--- src/rtl/trigger_pkg.sv ---
// Shared types for the probe trigger engine.
// Trigger condition codes, FSM states and the latched config bundle.
package trigger_pkg;

  localparam int TB_SHIFT = 2;
  localparam int TB_CW    = TB_SHIFT * 7;

  typedef enum logic [2:0] {
    EDGE         = 3'd0,
    LONGER       = 3'd1,
    SHORTER      = 3'd2,
    WINDOW       = 3'd3,
    IDLE_TIMEOUT = 3'd4
  } trig_type_e;

  typedef enum logic [1:0] {
    ST_IDLE  = 2'd0,
    ST_ARMED = 2'd1,
    ST_FIRED = 2'd2
  } trig_state_e;

  typedef struct packed {
    logic       positive;
    logic [2:0] ttype;
    logic [4:0] stage1;
    logic [2:0] time_base;
    logic [7:0] count1;
    logic [7:0] count2;
    logic       no_edge;
    logic       dur_sel;
  } trig_cfg_t;

  function automatic logic [4:0] stage_need(input logic [4:0] n);
    return (n == 5'd0) ? 5'd1 : n;
  endfunction

endpackage

--- src/rtl/trigger_timebase.sv ---
// Tick prescaler with period 4^time_base cycles.
// Restart zeroes the count so the first tick lands one full period later.
module trigger_timebase
  import trigger_pkg::*;
(
  input  logic       clk,
  input  logic       rst_sync,
  input  logic       restart,
  input  logic [2:0] time_base,
  output logic       tick
);

  logic [TB_CW-1:0] cnt_q, cnt_d, last;

  always_comb begin
    last = TB_CW'((32'd1 << (TB_SHIFT * 32'(time_base))) - 32'd1);
    tick = !restart && (cnt_q == last);
    cnt_d = (restart || tick) ? '0 : cnt_q + 1'b1;
  end

  always_ff @(posedge clk) begin
    if (rst_sync) cnt_q <= '0;
    else          cnt_q <= cnt_d;
  end

endmodule

--- src/rtl/trigger_engine.sv ---
// Probe trigger engine: sync, edge detect, duration timing, arm/fire FSM.
// Config is latched on arm and held until the next disarm/re-arm.
module trigger_engine
  import trigger_pkg::*;
#(
  parameter int SYNC_STAGES = 2,
  parameter int DUR_W       = 9
) (
  input  logic       clk,
  input  logic       rst_sync,
  input  logic       probe_in,
  input  logic       cfg_enable,
  input  logic       cfg_positive,
  input  logic [2:0] cfg_type,
  input  logic [4:0] cfg_stage1_count,
  input  logic [2:0] cfg_time_base,
  input  logic [7:0] cfg_count1,
  input  logic [7:0] cfg_count2,
  input  logic       cfg_longer_no_edge,
  input  logic       cfg_trig_dur_sel,
  output logic       trigger_out,
  output logic       trig_armed,
  output logic       trig_fired,
  output logic [4:0] event_count
);

  logic [SYNC_STAGES-1:0] sync_q, sync_d;
  logic                   level_q, level_d;
  logic                   edge_q, edge_d;
  logic [DUR_W-1:0]       dur_q, dur_d;
  trig_state_e            state_q, state_d;
  trig_cfg_t              cfg_q, cfg_d;
  logic [4:0]             evt_q, evt_d;
  logic                   trig_q, trig_d;

  logic             tick, tb_restart;
  logic             active, start_e, end_e, qual;
  logic [DUR_W-1:0] c1, c2;

  assign tb_restart = edge_q || (state_q != ST_ARMED);

  trigger_timebase u_tb (
    .clk       (clk),
    .rst_sync  (rst_sync),
    .restart   (tb_restart),
    .time_base (cfg_q.time_base),
    .tick      (tick)
  );

  always_comb begin
    sync_d  = {sync_q[SYNC_STAGES-2:0], probe_in};
    level_d = sync_q[SYNC_STAGES-1];
    edge_d  = sync_q[SYNC_STAGES-1] ^ level_q;
    dur_d   = dur_q;
    if (tb_restart)
      dur_d = '0;
    else if (tick && (dur_q != '1))
      dur_d = dur_q + 1'b1;
  end

  // level_q is already the post-edge level while edge_q is high
  always_comb begin
    c1      = DUR_W'(cfg_q.count1);
    c2      = DUR_W'(cfg_q.count2);
    active  = (level_q == cfg_q.positive);
    start_e = edge_q && active;
    end_e   = edge_q && !active;
    qual    = 1'b0;
    case (cfg_q.ttype)
      EDGE:    qual = start_e;
      LONGER:  qual = cfg_q.no_edge ? (tick && active && dur_q == c1)
                                    : (end_e && dur_q > c1);
      SHORTER: qual = end_e && (dur_q < c1);
      WINDOW:  qual = end_e && (c1 <= c2) && (dur_q >= c1)
                      && (dur_q <= c2);
      IDLE_TIMEOUT: qual = tick && (dur_q == c1);
      default: qual = 1'b0;
    endcase
  end

  always_comb begin
    state_d = state_q;
    cfg_d   = cfg_q;
    evt_d   = evt_q;
    trig_d  = 1'b0;
    if (!cfg_enable) begin
      state_d = ST_IDLE;
      evt_d   = '0;
    end else begin
      unique case (state_q)
        ST_IDLE: begin
          state_d       = ST_ARMED;
          evt_d         = '0;
          cfg_d.positive  = cfg_positive;
          cfg_d.ttype     = cfg_type;
          cfg_d.stage1    = cfg_stage1_count;
          cfg_d.time_base = cfg_time_base;
          cfg_d.count1    = cfg_count1;
          cfg_d.count2    = cfg_count2;
          cfg_d.no_edge   = cfg_longer_no_edge;
          cfg_d.dur_sel   = cfg_trig_dur_sel;
        end
        ST_ARMED: begin
          if (qual) begin
            evt_d = (evt_q == 5'd31) ? evt_q : evt_q + 5'd1;
            if (evt_d >= stage_need(cfg_q.stage1)) begin
              state_d = ST_FIRED;
              trig_d  = 1'b1;
            end
          end
        end
        ST_FIRED: trig_d = cfg_q.dur_sel;
        default:  state_d = ST_IDLE;
      endcase
    end
  end

  always_ff @(posedge clk) begin
    if (rst_sync) begin
      sync_q  <= '0;
      level_q <= 1'b0;
      edge_q  <= 1'b0;
      dur_q   <= '0;
      state_q <= ST_IDLE;
      cfg_q   <= '0;
      evt_q   <= '0;
      trig_q  <= 1'b0;
    end else begin
      sync_q  <= sync_d;
      level_q <= level_d;
      edge_q  <= edge_d;
      dur_q   <= dur_d;
      state_q <= state_d;
      cfg_q   <= cfg_d;
      evt_q   <= evt_d;
      trig_q  <= trig_d;
    end
  end

  assign trigger_out = trig_q;
  assign trig_armed  = (state_q == ST_ARMED);
  assign trig_fired  = (state_q == ST_FIRED);
  assign event_count = evt_q;

endmodule
--- config.mk ---
export PLATFORM = sky130hd
export DESIGN_NAME = trigger_engine
export DESIGN_NICKNAME = d
export VERILOG_FILES = /design/src/rtl/trigger_pkg.sv /design/src/rtl/trigger_timebase.sv /design/src/rtl/trigger_engine.sv
export SDC_FILE = /design/constraint.sdc
export NUM_CORES = 1
export LEC_CHECK = 0
export CAP_MARGIN = 20
export CORE_ASPECT_RATIO = 0.75
export CORE_MARGIN = 2
export CORE_UTILIZATION = 53
export CTS_BUF_LIST = sky130_fd_sc_hd__clkbuf_2 sky130_fd_sc_hd__clkbuf_4 sky130_fd_sc_hd__clkbuf_8
export DETAILED_ROUTE_END_ITERATION = 12
export PLACE_DENSITY = 0.75
export REMOVE_ABC_BUFFERS = 1
export SLEW_MARGIN = 0
export SYNTH_ARGS = -nofsm -noshare
export SYNTH_HDL_FRONTEND = slang
export SYNTH_SLANG_ARGS = --single-unit
export TNS_END_PERCENT = 20
--- constraint.sdc ---
create_clock -name clk -period 2.4 [get_ports clk]
set_input_delay 0.48 -clock clk [delete_from_list [all_inputs] [get_ports clk]]
set_output_delay 0.48 -clock clk [all_outputs]
set_load 0.02 [all_outputs]
==> out/results.ini, run 1 <==
[power]
switching_share_pct = 26.8
comb_power_share_pct = 15.5
power.share.sequential_pct = 49.1
totalPowerFinal_uw = 2330
worst_ir_drop_vdd_uv = 420
power-per-cell-area_nw_per_um2 = 522
power.static_leakage_uw = 0.00176
switching_power_uw = 626
power_frac_clock_pct = 35.5
internal_power_uw = 1710

[clock_network]
sink_count_of_the_clock_tree = 65
cts-buffers-inserted = 9
clk_pin_slew_ps = 70
htree_levels = 3
tritoncts_clock_tree = done
cts.path.max_buffers = 2
insertion_delay_ps = 330
clk_root_buffer_cell = sky130_fd_sc_hd__clkbuf_8

[place]
place.gp.congestion = 0.915
placedInstanceArea_um2 = 4110
numPortBuffers = 41
pre_cts_slack_ps = -110
place.detailed.hpwl_um = 6050
placed_cells_incl_taps = 569

[cells_and_area]
stdcell_area_um2 = 4470
area_delta_synth_final_pct = 24.6
fillCellCount = 516
proportion_of_layout_cells_with_a_drive_suffix_above_1_pct = 14.3
finalNetCount = 577
final_cell_count_no_fill = 592
antenna_fix_cells = 0

[setup_path]
setup.worst_path.end_class = flop
regToRegEndpoint = event_count[0]
timing.critical_path.cells = inv_1 -> ha_1 -> nand4_1 -> nor3_2 -> nor4b_1 -> a31o_2 -> a211oi_2 -> buf_4 -> mux2_4 -> nand2_1
critical_path.max_stage_delay_ps = 340
critPathMaxFanout = 7
path_class = flop to flop
timing.reg2reg.worst_path_depth = 10
critPathLaunchType = flop
critical_path_required_ps = 2680
worst_path_max_delay_cell = sky130_fd_sc_hd__dfxtp_2
worstPathArrival_ps = 2610
worst-r2r-setup-slack_ps = 60
worstReg2RegStart = c1[7]

[route]
vias_per_cell = 5.41
route.detailed.drc = 0
drt_pre_antenna_iters = 4
drt_first_iter_violations = 134
avgRoutedWirePerCell_um = 14.3
postRouteAntennaNets = 0
via_count = 3203
totalWireLength_um = 8440

[floorplanning]
io_pins = 42
die_w_um = 98.9
chipHeight_um = 75.2
die_area_um2 = 7440
rows = 25
initial_utilization_pct = 55.9
fp.coreArea_um2 = 6410

[timing]
final_slew_violations = 0
final.period_utilization_pct = 97.3
maxSlewHeadroom_pct = 63.3
timing.final.setup_violations = 0
worst_pin_slew_ps = 550
final.setup.tns_ps = 0
rsz0062_at_grt = true
finalHoldViolCount = 0
final.setup.worst_slack_ps = 64.0
fin_crit_ps = 2340
fin_worst_skew_ps = 8.37
fmax_mhz = 428

[yosys]
synth_area_leaders = sky130_fd_sc_hd__dfxtp_1, sky130_fd_sc_hd__ha_1, sky130_fd_sc_hd__nand2_1, sky130_fd_sc_hd__a21oi_1, sky130_fd_sc_hd__nor2_1
async_reset_ff_share_pct = 0
synth-edff-count = 0
synthesis.instances = 452
yosys_warnings = 0
yosysSeqAreaShare_pct = 36.3
syn-cell-area_um2 = 3580
synthDominantCellAreaShare_pct = 36.3
synthMostInstantiatedCell = sky130_fd_sc_hd__nand2_1
synth_top_cell_by_area = sky130_fd_sc_hd__dfxtp_1
ys_dominant_reg_cell = sky130_fd_sc_hd__dfxtp_1
mean_area_per_synthesized_cell_um2 = 7.93
ys_types = 50
yosys_register_bits = 65
yosys-top-cells-count = sky130_fd_sc_hd__nand2_1, sky130_fd_sc_hd__dfxtp_1, sky130_fd_sc_hd__a21oi_1

[global_routing]
grt_start_max_net_pins = 35
grt_pass1_wl_um = 13300
grt_antenna_before_repair = 0
grt_pass1_vias = 2959
grt-ovfl-total = 0
globalRouteTotalUtil_pct = 22.6

[worst_hold_path]
hold_class = flop to flop
holdPathStages = 1
holdCritStartpoint = sync_q[0]
destination_of_the_worst_hold_path = sync_q[1]

[status]
run_status = complete, no violations

[job]
timing.max_cap.violations = 0

## cells in the final DEF, fill, tap and decap left out, types with 8 or more instances in the layout
master | netlist | final
sky130_fd_sc_hd__a21oi_1 | 43 | 42
sky130_fd_sc_hd__buf_4 | 2 | 18
sky130_fd_sc_hd__clkbuf_8 | 0 | 10
sky130_fd_sc_hd__clkdlybuf4s50_1 | 0 | 41
sky130_fd_sc_hd__dfxtp_1 | 65 | 47
sky130_fd_sc_hd__dfxtp_2 | 0 | 18
sky130_fd_sc_hd__ha_1 | 36 | 31
sky130_fd_sc_hd__inv_1 | 33 | 33
sky130_fd_sc_hd__nand2_1 | 89 | 88
sky130_fd_sc_hd__nand2b_1 | 8 | 8
sky130_fd_sc_hd__nand3_1 | 11 | 11
sky130_fd_sc_hd__nand4_1 | 14 | 14
sky130_fd_sc_hd__nor2_1 | 39 | 39
sky130_fd_sc_hd__o21ai_0 | 12 | 11
sky130_fd_sc_hd__xor2_1 | 15 | 15
## worst max-delay path by stage
stage,slack [ps],startpoint,depth (start not counted),endpoint
after floorplan,50,event_count[0],11,state_q[0]
after global placement,30,event_count[1],11,state_q[1]
after detailed placement,-110,event_count[1],11,state_q[0]
after CTS,30,event_count[1],13,state_q[0]
after global routing,-40,c2[3],11,event_count[0]
final,60,c1[7],10,event_count[0]
## worst max-delay path: cells and delay by family (launching register included)
| kind | cells | cell delay (ps) |
|---|---|---|
| simple gates | 4 | 610 |
| fa+ha+maj | 1 | 310 |
| mux | 1 | 300 |
| compound gates | 2 | 470 |
| flops | 1 | 340 |
| buf+inv | 2 | 240 |
## sequential cells by signal, summed over array words and instances, names as in the netlist, 2 cells and up
register	cells
c1	8
c2	8
cfg_q	14
dur_q	9
event_count	5
state_q	2
sync_q	2
u_tb.cnt_q	14
## what timing repair did
item | CTS | global route
endpoints found under the setup margin | 2 | 8
gates resized for setup | 2 | 31
hold buffers | 0 | 0
pin swaps | 0 | 10
buffers inserted | 3 | 5
## power by group through the flow
stage                     Clock (uW)  Combinational [uW]  Sequential (uW)
after floorplan                    0                 196             1160
after global placement             0                 327             1160
after detailed placement           0                 338             1170
after CTS                        844                 341             1140
after global routing             881                 398             1150
final                            827                 360             1140
## logic make-up after synthesis
family | after synthesis | share of synthesized area (%)
adder cells (fa/ha/maj) | 36 | 12.6
AO/OA/AOI/OAI | 82 | 13.6
flip-flops | 65 | 36.3
XOR/XNOR | 22 | 5.38
buffers and inverters | 49 | 5.59
multiplexers | 5 | 1.43
AND/OR/NAND/NOR | 193 | 25.1
## through the flow
stage | hold slack [ps] | utilization, %
2_1_floorplan | 414 | -
3_3_place_gp | 417 | 64.2
3_5_place_dp | 432 | 64.2
4_1_cts | 449 | 67.2
5_1_grt | 467 | 69.6
6_report | 444 | 69.6
## metal layers
layer	global-route usage, %	wire, um	vias up
met5	0	0	-
met4	7.31	62	0
met3	4.46	330	7
met2	37.5	3960	69
met1	30.2	4090	1486
li1	-	-	1641
## cell type report
| cell class | count | area [um2] | share of cell area, % |
|---|---|---|---|
| clock buffer | 12 | 153 | 3.42 |
| clock inverter | 3 | 17.5 | 0.392 |
| inverter | 33 | 124 | 2.77 |
| multi-input combinational | 338 | 2180 | 48.8 |
| sequential | 65 | 1320 | 29.6 |
| tap | 81 | 101 | 2.27 |
| timing repair buffer | 60 | 566 | 12.7 |
Note: power is estimated with default switching activity, not from simulation.
==> inputs of run 2 (changes only) <==
--- a/config.mk
+++ b/config.mk
@@ -8,10 +8,10 @@
 export CAP_MARGIN = 20
 export CORE_ASPECT_RATIO = 0.75
 export CORE_MARGIN = 2
-export CORE_UTILIZATION = 53
+export CORE_UTILIZATION = 58
 export CTS_BUF_LIST = sky130_fd_sc_hd__clkbuf_2 sky130_fd_sc_hd__clkbuf_4 sky130_fd_sc_hd__clkbuf_8
 export DETAILED_ROUTE_END_ITERATION = 12
-export PLACE_DENSITY = 0.75
+export PLACE_DENSITY = 0.81
 export REMOVE_ABC_BUFFERS = 1
 export SLEW_MARGIN = 0
 export SYNTH_ARGS = -nofsm -noshare
==> run 2 against run 1 <==
  * Hold slack better by 10 ps
  * Cell count down 1.5%
  * Die area down 8.2%
  * Sequential power about the same
  * Fmax up 0.34%
  * Largest power group unchanged
  * Clock power up 11%
==> out/results.ini, run 2 (synthesis results as in run 1) <==
[worst_hold_path]
destination_of_the_worst_hold_path = sync_q[1]  ; unchanged
holdCritStartpoint = sync_q[0]  ; unchanged
hold_class = flop to flop  ; unchanged
holdPathStages = 1  ; unchanged

[timing]
final.hold.worst_slack_ps = 455  ; was 444 ps
fmax_mhz = 430  ; was 428 MHz
final.period_utilization_pct = 97.0  ; was 97.3%
finalHoldViolCount = 0  ; unchanged
timing.final.setup_violations = 0  ; unchanged
rsz0062_at_grt = true  ; unchanged
maxSlewHeadroom_pct = 63.6  ; was 63.3%
worst_pin_slew_ps = 546  ; was 550 ps
final_slew_violations = 0  ; unchanged
fin_crit_ps = 2330  ; was 2340 ps
fin_worst_skew_ps = 7.53  ; was 8.37 ps

[place]
placed_cells_incl_taps = 566  ; was 569
placedInstanceArea_um2 = 4110  ; about the same
place.gp.congestion = 0.912  ; was 0.915
numPortBuffers = 41  ; unchanged
place.detailed.hpwl_um = 6130  ; was 6050 um

[global_routing]
grt_pass1_vias = 3103  ; was 2959
grt_pass1_wl_um = 13900  ; was 13300 um
globalRouteTotalUtil_pct = 25.9  ; was 22.6%
grt-ovfl-total = 0  ; unchanged
grt_start_max_net_pins = 35  ; unchanged
grt_antenna_before_repair = 0  ; unchanged

[setup_path]
critPathLaunchType = flop  ; unchanged
timing.reg2reg.worst_path_depth = 10  ; unchanged
worst-r2r-setup-slack_ps = 70  ; was 60 ps
worstPathArrival_ps = 2550  ; was 2610 ps
worstReg2RegStart = c2[3]  ; was c1[7]
path_class = flop to flop  ; unchanged
regToRegEndpoint = event_count[1]  ; was event_count[0]
critical_path_required_ps = 2630  ; was 2680 ps
critPathMaxFanout = 7  ; unchanged
setup.worst_path.end_class = flop  ; unchanged

[clock_network]
htree_levels = 3  ; unchanged
cts_hold_bufs = 0  ; unchanged
cts-buffers-inserted = 9  ; unchanged
clk_pin_slew_ps = 80  ; was 70 ps
clk_root_buffer_cell = sky130_fd_sc_hd__clkbuf_8  ; unchanged
cts.path.max_buffers = 2  ; unchanged
sink_count_of_the_clock_tree = 65  ; unchanged
tritoncts_clock_tree = done  ; unchanged
insertion_delay_ps = 340  ; was 330 ps

[floorplanning]
die_area_um2 = 6830  ; was 7440 um2
fp.coreArea_um2 = 5890  ; was 6410 um2
rows = 24  ; was 25
io_pins = 42  ; unchanged
initial_utilization_pct = 60.9  ; was 55.9%
chipHeight_um = 72.1  ; was 75.2 um
die_w_um = 94.8  ; was 98.9 um

[cells_and_area]
final_cell_count_no_fill = 583  ; was 592
layout.cells.most_common = sky130_fd_sc_hd__nand2_1  ; unchanged
finalNetCount = 570  ; was 577
proportion_of_layout_cells_with_a_drive_suffix_above_1_pct = 9.90  ; was 14.3%
antenna_fix_cells = 0  ; unchanged
layout.cells.most_common_list = sky130_fd_sc_hd__nand2_1, sky130_fd_sc_hd__dfxtp_1, sky130_fd_sc_hd__a21oi_1, sky130_fd_sc_hd__clkdlybuf4s50_1, sky130_fd_sc_hd__nor2_1  ; unchanged
area_delta_synth_final_pct = 22.1  ; was 24.6%
largestRegisters = cfg_q: 14 flops, u_tb.cnt_q: 14 flops, dur_q: 9 flops  ; unchanged
stdcell_area_um2 = 4380  ; was 4470 um2

[power]
worst_ir_drop_vdd_uv = 467  ; was 420 uV
internal_power_uw = 1760  ; was 1710 uW
totalPowerFinal_uw = 2420  ; was 2330 uW
power.static_leakage_uw = 0.00172  ; was 0.00176 uW
power_frac_clock_pct = 38.0  ; was 35.5%
power-per-cell-area_nw_per_um2 = 553  ; was 522 nW/um2
comb_power_share_pct = 14.8  ; was 15.5%
switching_power_uw = 663  ; was 626 uW
power.share.sequential_pct = 47.2  ; was 49.1%
switching_share_pct = 27.4  ; was 26.8%

[route]
route.detailed.drc = 0  ; unchanged
vias_per_cell = 5.56  ; was 5.41
drt_pre_antenna_iters = 4  ; unchanged
totalWireLength_um = 8480  ; was 8440 um
drt_first_iter_violations = 113  ; was 134
avgRoutedWirePerCell_um = 14.5  ; was 14.3 um
postRouteAntennaNets = 0  ; unchanged
via_count = 3240  ; was 3203

[job]
timing.max_cap.violations = 0  ; unchanged

[status]
run_status = complete, no violations  ; unchanged

==> run 2: worst max-delay path: stages, from the launching register on <==
cell	delay [ps]
sky130_fd_sc_hd__dfxtp_1	340
sky130_fd_sc_hd__inv_1	70
sky130_fd_sc_hd__ha_1	310
sky130_fd_sc_hd__a2111oi_1	460
sky130_fd_sc_hd__o21ai_0	190
sky130_fd_sc_hd__nand2_1	120
sky130_fd_sc_hd__a31o_2	160
sky130_fd_sc_hd__a211oi_2	60
sky130_fd_sc_hd__buf_4	170
sky130_fd_sc_hd__a31oi_2	230
sky130_fd_sc_hd__o22ai_1	110
==> run 2: power groups by stage <==
stage          Clock [uW]  Sequential, uW  Combinational (uW)
2_1_floorplan           0            1160                 196
3_3_place_gp            0            1160                 324
3_5_place_dp            0            1170                 337
4_1_cts               925            1140                 341
5_1_grt               975            1150                 398
6_report              920            1140                 359
==> run 2: how the worst max path moves through the flow <==
stage,slack [ps],end,from
after detailed placement,-40,state_q[0],event_count[1]
after global placement,20,state_q[1],event_count[1]
final,70,event_count[1],c2[3]
after global routing,-80,state_q[0],event_count[1]
after CTS,20,state_q[0],event_count[1]
after floorplan,50,state_q[0],event_count[0]
==> run 2: per-stage QoR <==
step	utilization [%]	setup slack [ps]	setup TNS, ps
6_report	74.4	71.9	0
5_1_grt	74.4	-81.1	-185
4_1_cts	73.2	15.5	0
3_5_place_dp	69.8	-40.0	-57.3
3_3_place_gp	69.8	17.1	0
2_1_floorplan	-	47.4	0
==> run 2: cell type report <==
cell class	count	area, um2
multi-input combinational	338	2140
inverter	33	124
clock inverter	7	71.3
clock buffer	9	124
sequential	65	1310
timing repair buffer	53	513
tap	78	97.6
fill	448	1510
==> run 2: metal layers <==
metal	share of wire, %	track usage [%]
met4	1.2	6.76
met1	46	33.7
met5	0	0
met3	5.1	6.33
met2	48	43.3
==> run 2: repair_timing <==
item / CTS / global route
resized for setup: 1 / 17
pin swaps: 0 / 3
buffers inserted: 0 / 1
setup endpoints to repair: 2 / 8
